<file path="src/rtl/bnn_serial_tx_if.sv">
// Valid/ready handshake that hands one result word to the serial transmitter.
interface bnn_serial_tx_if #(
   parameter int DATA_W = 8
);
   logic [DATA_W-1:0] tx_data;
   logic              tx_valid;
   logic              tx_ready;

   modport master (output tx_data, output tx_valid, input tx_ready);
   modport slave  (input tx_data, input tx_valid, output tx_ready);
endinterface

</file>
<file path="src/rtl/bnn_serial_tx.sv">
// Serial transmitter: frames a word as START(1), data MSB first, even parity,
// STOP(0), each field stretched over BIT_CYCLES clocks so an asynchronous
// receiver behind a 3-flop synchronizer can sample it mid-bit.
module bnn_serial_tx #(
   parameter int DATA_W     = 8,
   parameter int BIT_CYCLES = 4,
   parameter int STOP_BITS  = 1
) (
   input  logic           clk,
   input  logic           reset,
   bnn_serial_tx_if.slave s_tx,
   output logic           ser_out,
   output logic           ser_busy,
   output logic           tx_done
);

   localparam int BC_W  = $clog2(BIT_CYCLES);
   localparam int IDX_W = (DATA_W > 1) ? $clog2(DATA_W) : 1;
   localparam int SB_W  = (STOP_BITS > 1) ? $clog2(STOP_BITS) : 1;

   localparam logic [BC_W-1:0]  BC_LAST  = BC_W'(BIT_CYCLES - 1);
   localparam logic [IDX_W-1:0] IDX_LAST = IDX_W'(DATA_W - 1);
   localparam logic [SB_W-1:0]  SB_LAST  = SB_W'(STOP_BITS - 1);

   typedef enum logic [2:0] {
      S_IDLE   = 3'd0,
      S_START  = 3'd1,
      S_DATA   = 3'd2,
      S_PARITY = 3'd3,
      S_STOP   = 3'd4
   } state_t;

   function automatic logic f_even_parity(input logic [DATA_W-1:0] d);
      return ^d;
   endfunction

   state_t            r_state;
   logic [BC_W-1:0]   r_bit;
   logic [IDX_W-1:0]  r_idx;
   logic [SB_W-1:0]   r_stop;
   logic [DATA_W-1:0] r_shift;
   logic              r_par;
   logic              r_ser;
   logic              r_busy;
   logic              r_done;

   state_t            w_state_nxt;
   logic [BC_W-1:0]   w_bit_nxt;
   logic [IDX_W-1:0]  w_idx_nxt;
   logic [SB_W-1:0]   w_stop_nxt;
   logic [DATA_W-1:0] w_shift_nxt;
   logic              w_par_nxt;
   logic              w_ser_nxt;
   logic              w_busy_nxt;
   logic              w_done_nxt;
   logic              w_wrap;
   logic              w_accept;

   // Ready depends on state alone so the source never sees a combinational loop.
   assign s_tx.tx_ready = (r_state == S_IDLE);
   assign w_accept      = s_tx.tx_valid && (r_state == S_IDLE);
   assign w_wrap        = (r_bit == BC_LAST);

   assign ser_out  = r_ser;
   assign ser_busy = r_busy;
   assign tx_done  = r_done;

   // State, counters, latched word and registered line outputs.
   always_ff @(posedge clk) begin
      if (reset) begin
         r_state <= S_IDLE;
         r_bit   <= '0;
         r_idx   <= '0;
         r_stop  <= '0;
         r_shift <= '0;
         r_par   <= 1'b0;
         r_ser   <= 1'b0;
         r_busy  <= 1'b0;
         r_done  <= 1'b0;
      end else begin
         r_state <= w_state_nxt;
         r_bit   <= w_bit_nxt;
         r_idx   <= w_idx_nxt;
         r_stop  <= w_stop_nxt;
         r_shift <= w_shift_nxt;
         r_par   <= w_par_nxt;
         r_ser   <= w_ser_nxt;
         r_busy  <= w_busy_nxt;
         r_done  <= w_done_nxt;
      end
   end

   // Next state: every field advances when the bit-period counter wraps.
   always_comb begin
      w_state_nxt = r_state;
      w_bit_nxt   = r_bit;
      w_idx_nxt   = r_idx;
      w_stop_nxt  = r_stop;
      w_shift_nxt = r_shift;
      w_par_nxt   = r_par;
      if (r_state != S_IDLE) begin
         w_bit_nxt = w_wrap ? '0 : r_bit + BC_W'(1);
      end
      case (r_state)
         S_IDLE: begin
            if (w_accept) begin
               w_state_nxt = S_START;
               w_bit_nxt   = '0;
               w_idx_nxt   = IDX_LAST;
               w_stop_nxt  = '0;
               w_shift_nxt = s_tx.tx_data;
               w_par_nxt   = f_even_parity(s_tx.tx_data);
            end
         end
         S_START: begin
            if (w_wrap) begin
               w_state_nxt = S_DATA;
               w_idx_nxt   = IDX_LAST;
            end
         end
         S_DATA: begin
            if (w_wrap) begin
               if (r_idx == '0) begin
                  w_state_nxt = S_PARITY;
               end else begin
                  w_idx_nxt = r_idx - IDX_W'(1);
               end
            end
         end
         S_PARITY: begin
            if (w_wrap) begin
               w_state_nxt = S_STOP;
               w_stop_nxt  = '0;
            end
         end
         S_STOP: begin
            if (w_wrap) begin
               if (r_stop == SB_LAST) begin
                  w_state_nxt = S_IDLE;
               end else begin
                  w_stop_nxt = r_stop + SB_W'(1);
               end
            end
         end
         default: w_state_nxt = S_IDLE;
      endcase
   end

   // Line outputs are derived from the next state so the registers line up with it.
   always_comb begin
      w_ser_nxt = 1'b0;
      case (w_state_nxt)
         S_START:  w_ser_nxt = 1'b1;
         S_DATA:   w_ser_nxt = w_shift_nxt[w_idx_nxt];
         S_PARITY: w_ser_nxt = w_par_nxt;
         default:  w_ser_nxt = 1'b0;
      endcase
      w_busy_nxt = (w_state_nxt != S_IDLE);
      w_done_nxt = (w_state_nxt == S_STOP) && (w_bit_nxt == BC_LAST) &&
                   (w_stop_nxt == SB_LAST);
   end

endmodule

</file>
<file path="src/flat_wrapper.sv">
// flat-port wrapper written by rule: the top's interface ports become plain ports
module bnn_serial_tx_flat 
#(
   parameter int DATA_W     = 8,
   parameter int BIT_CYCLES = 4,
   parameter int STOP_BITS  = 1
)
  (clk, reset, ser_out, ser_busy, tx_done, s_tx_tx_data, s_tx_tx_valid, s_tx_tx_ready);
  bnn_serial_tx_if #(.DATA_W(DATA_W)) s_tx_i ();
  input  logic clk;
  input  logic reset;
  output logic ser_out;
  output logic ser_busy;
  output logic tx_done;
  input wire logic [$bits(s_tx_i.tx_data)-1:0] s_tx_tx_data;
  input wire logic [$bits(s_tx_i.tx_valid)-1:0] s_tx_tx_valid;
  output wire logic [$bits(s_tx_i.tx_ready)-1:0] s_tx_tx_ready;
  assign s_tx_i.tx_data = s_tx_tx_data;
  assign s_tx_i.tx_valid = s_tx_tx_valid;
  assign s_tx_tx_ready = s_tx_i.tx_ready;
  bnn_serial_tx #(.DATA_W(DATA_W), .BIT_CYCLES(BIT_CYCLES), .STOP_BITS(STOP_BITS)) u_core (.clk(clk), .reset(reset), .s_tx(s_tx_i), .ser_out(ser_out), .ser_busy(ser_busy), .tx_done(tx_done));
endmodule
</file>
<file path="config.mk">
export PLATFORM = sky130hd
export DESIGN_NAME = bnn_serial_tx_flat
export DESIGN_NICKNAME = d
export VERILOG_FILES = /design/src/rtl/bnn_serial_tx_if.sv /design/src/rtl/bnn_serial_tx.sv /design/src/flat_wrapper.sv
export SDC_FILE = /design/constraint.sdc
export NUM_CORES = 1
export LEC_CHECK = 0
export CELL_PAD_IN_SITES_DETAIL_PLACEMENT = 0
export CELL_PAD_IN_SITES_GLOBAL_PLACEMENT = 1
export CORE_ASPECT_RATIO = 0.9
export CORE_MARGIN = 4
export CORE_UTILIZATION = 45
export CTS_BUF_LIST = sky130_fd_sc_hd__clkbuf_4
export CTS_CLUSTER_DIAMETER = 30
export DETAILED_ROUTE_END_ITERATION = 6
export GPL_ROUTABILITY_DRIVEN = 0
export PLACE_DENSITY = 0.9
export SLEW_MARGIN = 20
export SYNTH_ARGS = -nofsm -noshare
export SYNTH_HDL_FRONTEND = slang
export SYNTH_SLANG_ARGS = --single-unit
</file>
<file path="constraint.sdc">
create_clock -name clk -period 3.9 [get_ports clk]
set_input_delay 0.585 -clock clk [delete_from_list [all_inputs] [get_ports clk]]
set_output_delay 0.585 -clock clk [all_outputs]
set_load 0.05 [all_outputs]
</file>
After elaboration in Yosys (flattened, before gate mapping)
Index checks and enable logic that the tools add are counted.
W data, S select, Z words.
{"block": "classes", "muxes": 29, "addsub": 3, "bitwise_logic": 1, "order_cmp": 1, "n_reduce_logical": 8, "n_eq_ne": 10}
{"op": "$mux W3", "count": 11}
{"op": "$mux W8", "count": 2}
{"op": "$pmux W3 S5", "count": 1}
{"op": "$eq A3 B2 Y1 const B", "count": 4}
{"op": "$pmux W3 S3", "count": 1}
{"op": "$mux W2", "count": 4}
{"op": "$reduce_xor A8 Y1", "count": 1}
{"op": "$mux W1", "count": 7}
{"op": "$eq A3 B1 Y1 const B", "count": 2}
{"op": "$eq A3 B3 Y1 const B", "count": 2}
{"op": "$logic_not A3 Y1", "count": 2}
{"op": "$pmux W1 S3", "count": 2}
{"op": "$reduce_bool A3 Y1", "count": 2}
{"op": "$eq A2 B2 Y1 const B", "count": 2}
{"op": "$lt A3 B4 Y1 const B", "count": 1}
{"op": "$bmux W1 S3", "count": 1}
{"op": "$logic_and A1 B1 Y1", "count": 3}
{"op": "$sub A3 B1 Y3 const B", "count": 1}
{"op": "$add A2 B1 Y2 const B", "count": 1}
{"op": "$add A1 B1 Y1 const B", "count": 1}
{"op": "$not A1 Y1", "count": 1}
{"block": "totals", "out_inout_bits": 4, "reg_bits": 21, "inputBits": 11}

Depth between registers and ports, before layout
{"block": "logic_depth", "depth_word": 8, "depth_mapped": 8, "ltp_nobuf": 8}

Least setup slack after synthesis
OpenSTA, ideal clock, no wires.
{"block": "synth_path", "path_kind": "register to register", "startpoint": "register u_core.r_state[1]", "endpoint": "register u_core.r_bit[1]", "slack_ps": 1557, "path_stages_with_launch": 6, "setup_time_ps": 126, "t_required_ps": 3774, "arrival_time_ps": 2217, "period_less_slack_ps": 2343, "cell_sequence": "dfxtp_1 buf_2 nor3_1 nor2b_1 a31o_2 nor2b_1"}
{"block": "synth_via", "elab_chain_len": 4}
{"item": "start: declaration", "line_no": "bnn_serial_tx.sv:37", "source": "state_t r_state;"}
{"item": "start signal: assignment", "line_no": "bnn_serial_tx.sv:81", "source": "r_state <= w_state_nxt;"}
{"item": "$logic_not A3 Y1 (*)"}
{"item": "named net s_tx_tx_ready", "line_no": "flat_wrapper.sv:17", "source": "output wire logic [$bits(s_tx_i.tx_ready)-1:0] s_tx_tx_ready;"}
{"item": "$logic_and A1 B1 Y1", "line_no": "bnn_serial_tx.sv:61", "source": "assign w_accept = s_tx.tx_valid && (r_state == S_IDLE);"}
{"item": "$mux W2", "line_no": "bnn_serial_tx.sv:106", "source": "if (w_accept) begin"}
{"item": "$mux W2 (*)", "line_no": "bnn_serial_tx.sv:104", "source": "case (r_state)"}
{"item": "end signal: assignment", "line_no": "bnn_serial_tx.sv:82", "source": "r_bit <= w_bit_nxt;"}
{"item": "end: declaration", "line_no": "bnn_serial_tx.sv:38", "source": "logic [BC_W-1:0] r_bit;"}
The timed path passes the listed nets; every way through them passes the cells marked *.
A chain may end at the register's enable or synchronous reset.

Final worst setup path
{"block": "layout_path", "startpoint": "register u_core.r_state[1]", "endpoint": "output port s_tx_tx_ready"}
{"block": "layout_via", "elab_chain_len": 1}
{"item": "$logic_not A3 Y1", "line_no": "bnn_serial_tx.sv:60", "source": "assign s_tx.tx_ready = (r_state == S_IDLE);"}
{"item": "end: declaration", "line_no": "flat_wrapper.sv:17"}
No other way between the ends.

==> results by stage <==
Timing:
- Setup repair after global routing left no endpoint under its margin.
- At the pin with the least slew margin, the transition time is about 670 ps.
- The final hold violation count is 0.
- In the post-route analysis, the smallest setup slack over all paths is 1166 ps.
- The worst slew margin relative to its limit is 0.5537.
- Summed over all failing endpoints, the final setup total negative slack is 0 ps.
- The setup clock skew after layout is between 4 and 5 ps.
- The minimum clock period is around 2700 ps.
- Setup violations remaining at the end of the flow were counted as 0.
- The share of the clock period used by the worst path is 0.7009.
- Static timing analysis puts the maximum clock frequency at ~0.37 GHz.
- The count of pins over their slew limit is 0.

Cells and area:
- The final net count is between 150 and 200.
- The synthesis-to-finish area growth is 14.64%.
- The number of antenna cells inserted is 0.
- In the final layout, the share of cells above drive strength 1 is 0.07190.
- The filler cell count in the final layout is ~230.
- Excluding fillers, the count of instances in the completed layout stands at between 150 and 200.

Floorplan:
- In this run the core area contains 17 standard-cell rows.
- For this configuration, the core starts out at a cell density of 0.4716.
- The region available for standard cell placement spans 2446 um2.
- The die covers about 3400 um2.
- The number of top-level pins is 15.
- The vertical die dimension is roughly 56 um.
- The die width is between 60 and 70 um.

Route:
- The total routed wirelength is ~2500 um.
- In the final routed layout, each cell accounts on average for around 14 um.
- The via total after detailed routing is ~1000.
- The number of routed nets with antenna violations is 0.
- The count of routing violations after the opening detailed-route iteration is 57.
- The DRC violation count after routing is 0.
- The number of optimization iterations in the first detailed-route pass is 4.
- The per-cell via count in the routed design is 5.735.

Logic synthesis:
- Synthesis instantiated 43 different standard cells from the library.
- The cell count after synthesis came out at 142.
- The register area share after synthesis is 0.3644.
- The synthesized netlist occupies a cell area of about 1200 um2.
- The net count of the mapped netlist is 156.
- The flip-flop and latch count after synthesis is 21.
- The share of synthesized flip-flops with an asynchronous set or reset is 0.
- The most used flip-flop cell after synthesis is dfxtp_1.
- The synthesized design contains 0 enable-type register cells.
- After synthesis, the mean cell area works out to slightly above 8 um2.
- The number of warnings issued by yosys is 0.

GRT:
- The wire length of the first global-routing pass is approximately 4300 um.
- The combined global-route utilization of all metal layers is 0.1591.
- The via count of the first global-routing pass is slightly below 1000.
- The initial antenna violation count is 0.
- The total congestion overflow after global routing is 0.
- The largest net degree at the start of global routing is 19.

Setup path:
- The slowest cell on the critical path is clkdlybuf4s50_1.
- The element type at the critical path start is a flip-flop.
- Data arrives at the worst endpoint at between 2000 and 2500 ps.
- The kind of end point of the critical path is a primary output.
- The largest driver fanout on the critical path is 12.
- The largest stage delay on the critical path is around 900 ps.
- The cell family with the largest share of critical-path delay is buffers and inverters.
- The required time at the worst-slack endpoint is ~3300 ps.
- The critical path goes through nor3_1 > clkdlybuf4s50_1.
- The setup path with the least slack is of type flip-flop to primary output.
- The total buffers and inverters traversed by the critical path is 1.

Placed design:
- Detailed placement ended at an HPWL of 1853 um.
- At the placement stage, the worst setup path has a slack of about 1400 ps.
- Counting tap cells, the placed design contains a total of roughly 180 instances.
- The number of port buffers is 14.

Clock tree:
- The total clock sinks is 21.
- Counting the buffers created by CTS gives 3.
- The TritonCTS clock tree is built.
- In this run the number of H-tree levels came out at 1.
- The root buffer selected by CTS is clkbuf_4.
- The later pin in the worst-skew pair is clocked with a latency of roughly 300 ps.
- The number of buffers between clock root and the deepest sink is 2.
- The number of gates resized after CTS was 0.
- The clock transition at the register clock pins on the worst setup and hold paths after CTS is 120 ps.
- The buffers inserted during post-CTS setup optimization is 0.
- The hold-fix buffer count after cts is 0.

Power:
- In this run the power spent charging and discharging nets is between 0.1 and 0.15 mW.
- The switching power share of the total is 0.2933.
- The maximum vdd ir drop is about 0.26 mV.
- The share of total power dissipated in combinational logic is 0.234.
- The internal power of the cells is between 0.3 and 0.4 mW.
- Dividing total power by cell area gives a power density of approximately 340 nW/um2.
- The analysis attributes to cell leakage a power of 0.4685 nW.
- The share of total power in the clock network is 0.247.
- Of the total power, registers draw 0.519.

Hold path:
- The tightest min-delay check is of the flip-flop to flip-flop type.

Flow run:
- The number of max-capacitance violations reported is 0.

Status:
- The run finished with clean final reports.
[synth_stat cells, drive strengths merged (2+ instances only)]
cell    instances  area (um2)
a211oi          2       15.01
a21oi          15       78.83
a32oi           2       25.03
and2            2       12.51
and3            2       12.51
buf             4       25.02
clkbuf          3       11.26
dfxtp          21       420.4
ha              3       37.54
inv             4       15.01
nand2          21       78.83
nand3           5       25.02
nand4b          2       17.52
nor2           11       41.29
nor2b           5       31.28
nor3            7       40.04
o211ai          2       15.01
o21ai           5       25.02
o31ai           2       15.01
or4             2       18.77
xnor2           7       61.31
[cell type report]
cell class,count,area [um2],share of cell area
clock buffer,4,30.03,0.02271
inverter,4,15.01,0.01135
multi-input combinational,110,681.9,0.5156
sequential,21,420.4,0.3179
tap,28,35.03,0.02649
timing repair buffer,14,140.1,0.1060
[path summary, 6_finish.rpt]
kind                                        start                end  slack (ps)  cells past startpoint
worst max-delay path            u_core.r_state[1]      s_tx_tx_ready        1170                      2
worst max register to register    u_core.r_bit[0]     u_core.ser_out        1560                      7
worst min register to register  u_core.r_shift[7]  u_core.r_shift[7]         460                      2
worst min-delay path            u_core.r_shift[7]  u_core.r_shift[7]         460                      2
[sequential cells by signal, indices dropped and copies added, names as in the netlist]
register and flops:
u_core.r_bit 2, u_core.r_idx 3, u_core.r_par 1, u_core.r_shift 8
u_core.r_state 3, u_core.r_stop 1, u_core.ser_busy 1, u_core.ser_out 1
u_core.tx_done 1
[layer usage]
metal	GRT usage	share of wire	vias to the layer above
met5	0	0	-
met4	0.04545	0.0056	0
met3	0.02088	0.050	2
met2	0.2356	0.48	29
met1	0.2364	0.47	478
li1	-	-	529
[metrics by stage]
stage / util / total power [mW] / cell area, um2 / hold WS [ps]
after floorplan: - / 0.3151 / 1154 / 428.0
after global placement: 0.5284 / 0.3435 / 1292 / 440.2
after detailed placement: 0.5284 / 0.3461 / 1292 / 451.3
after CTS: 0.5407 / 0.4571 / 1323 / 468.0
after global routing: 0.5407 / 0.4773 / 1323 / 502.2
final: 0.5407 / 0.4545 / 1323 / 461.6
[cells in the final DEF (no fill, tap or decap), types with 2 or more instances in the layout]
cell             instances
nor2b_1                  5
and3_1                   2
nor2_1                  11
nand3_1                  5
dfxtp_1                 21
and2_1                   2
nor3_1                   6
clkdlybuf4s50_1         14
xnor2_1                  7
a21oi_1                 14
clkbuf_4                 4
nand2_1                 21
o31ai_1                  2
o211ai_1                 2
ha_1                     3
nand4b_1                 2
inv_1                    4
o21ai_0                  4
a211oi_1                 2
[cells by family (layout without fill, tap and decap cells)]
family          Yosys count  in the layout  synth area share
xor+xnor                  8              8           0.06074
flops                    21             21            0.3644
fa+ha+maj                 3              3           0.03254
simple gates             62             62            0.2820
mux                       1              1          0.009761
compound gates           36             36            0.2061
buf+inv                  11             22           0.04446
[worst register-to-register path: stages, from the launching register on]
cell       delay (ps)
dfxtp_1           430
ha_1              360
nand4bb_1         250
o21ai_1           400
a21boi_0          150
or4_4             430
a21oi_2           130
o31ai_1            80
[power groups by stage]
stage | Combinational [mW] | Clock, mW | Sequential (mW)
6_report | 0.106 | 0.112 | 0.236
5_1_grt | 0.117 | 0.122 | 0.238
4_1_cts | 0.106 | 0.115 | 0.236
3_5_place_dp | 0.105 | 0 | 0.241
3_3_place_gp | 0.103 | 0 | 0.240
2_1_floorplan | 0.0724 | 0 | 0.243
No activity file was read; power rests on OpenSTA's default activity.
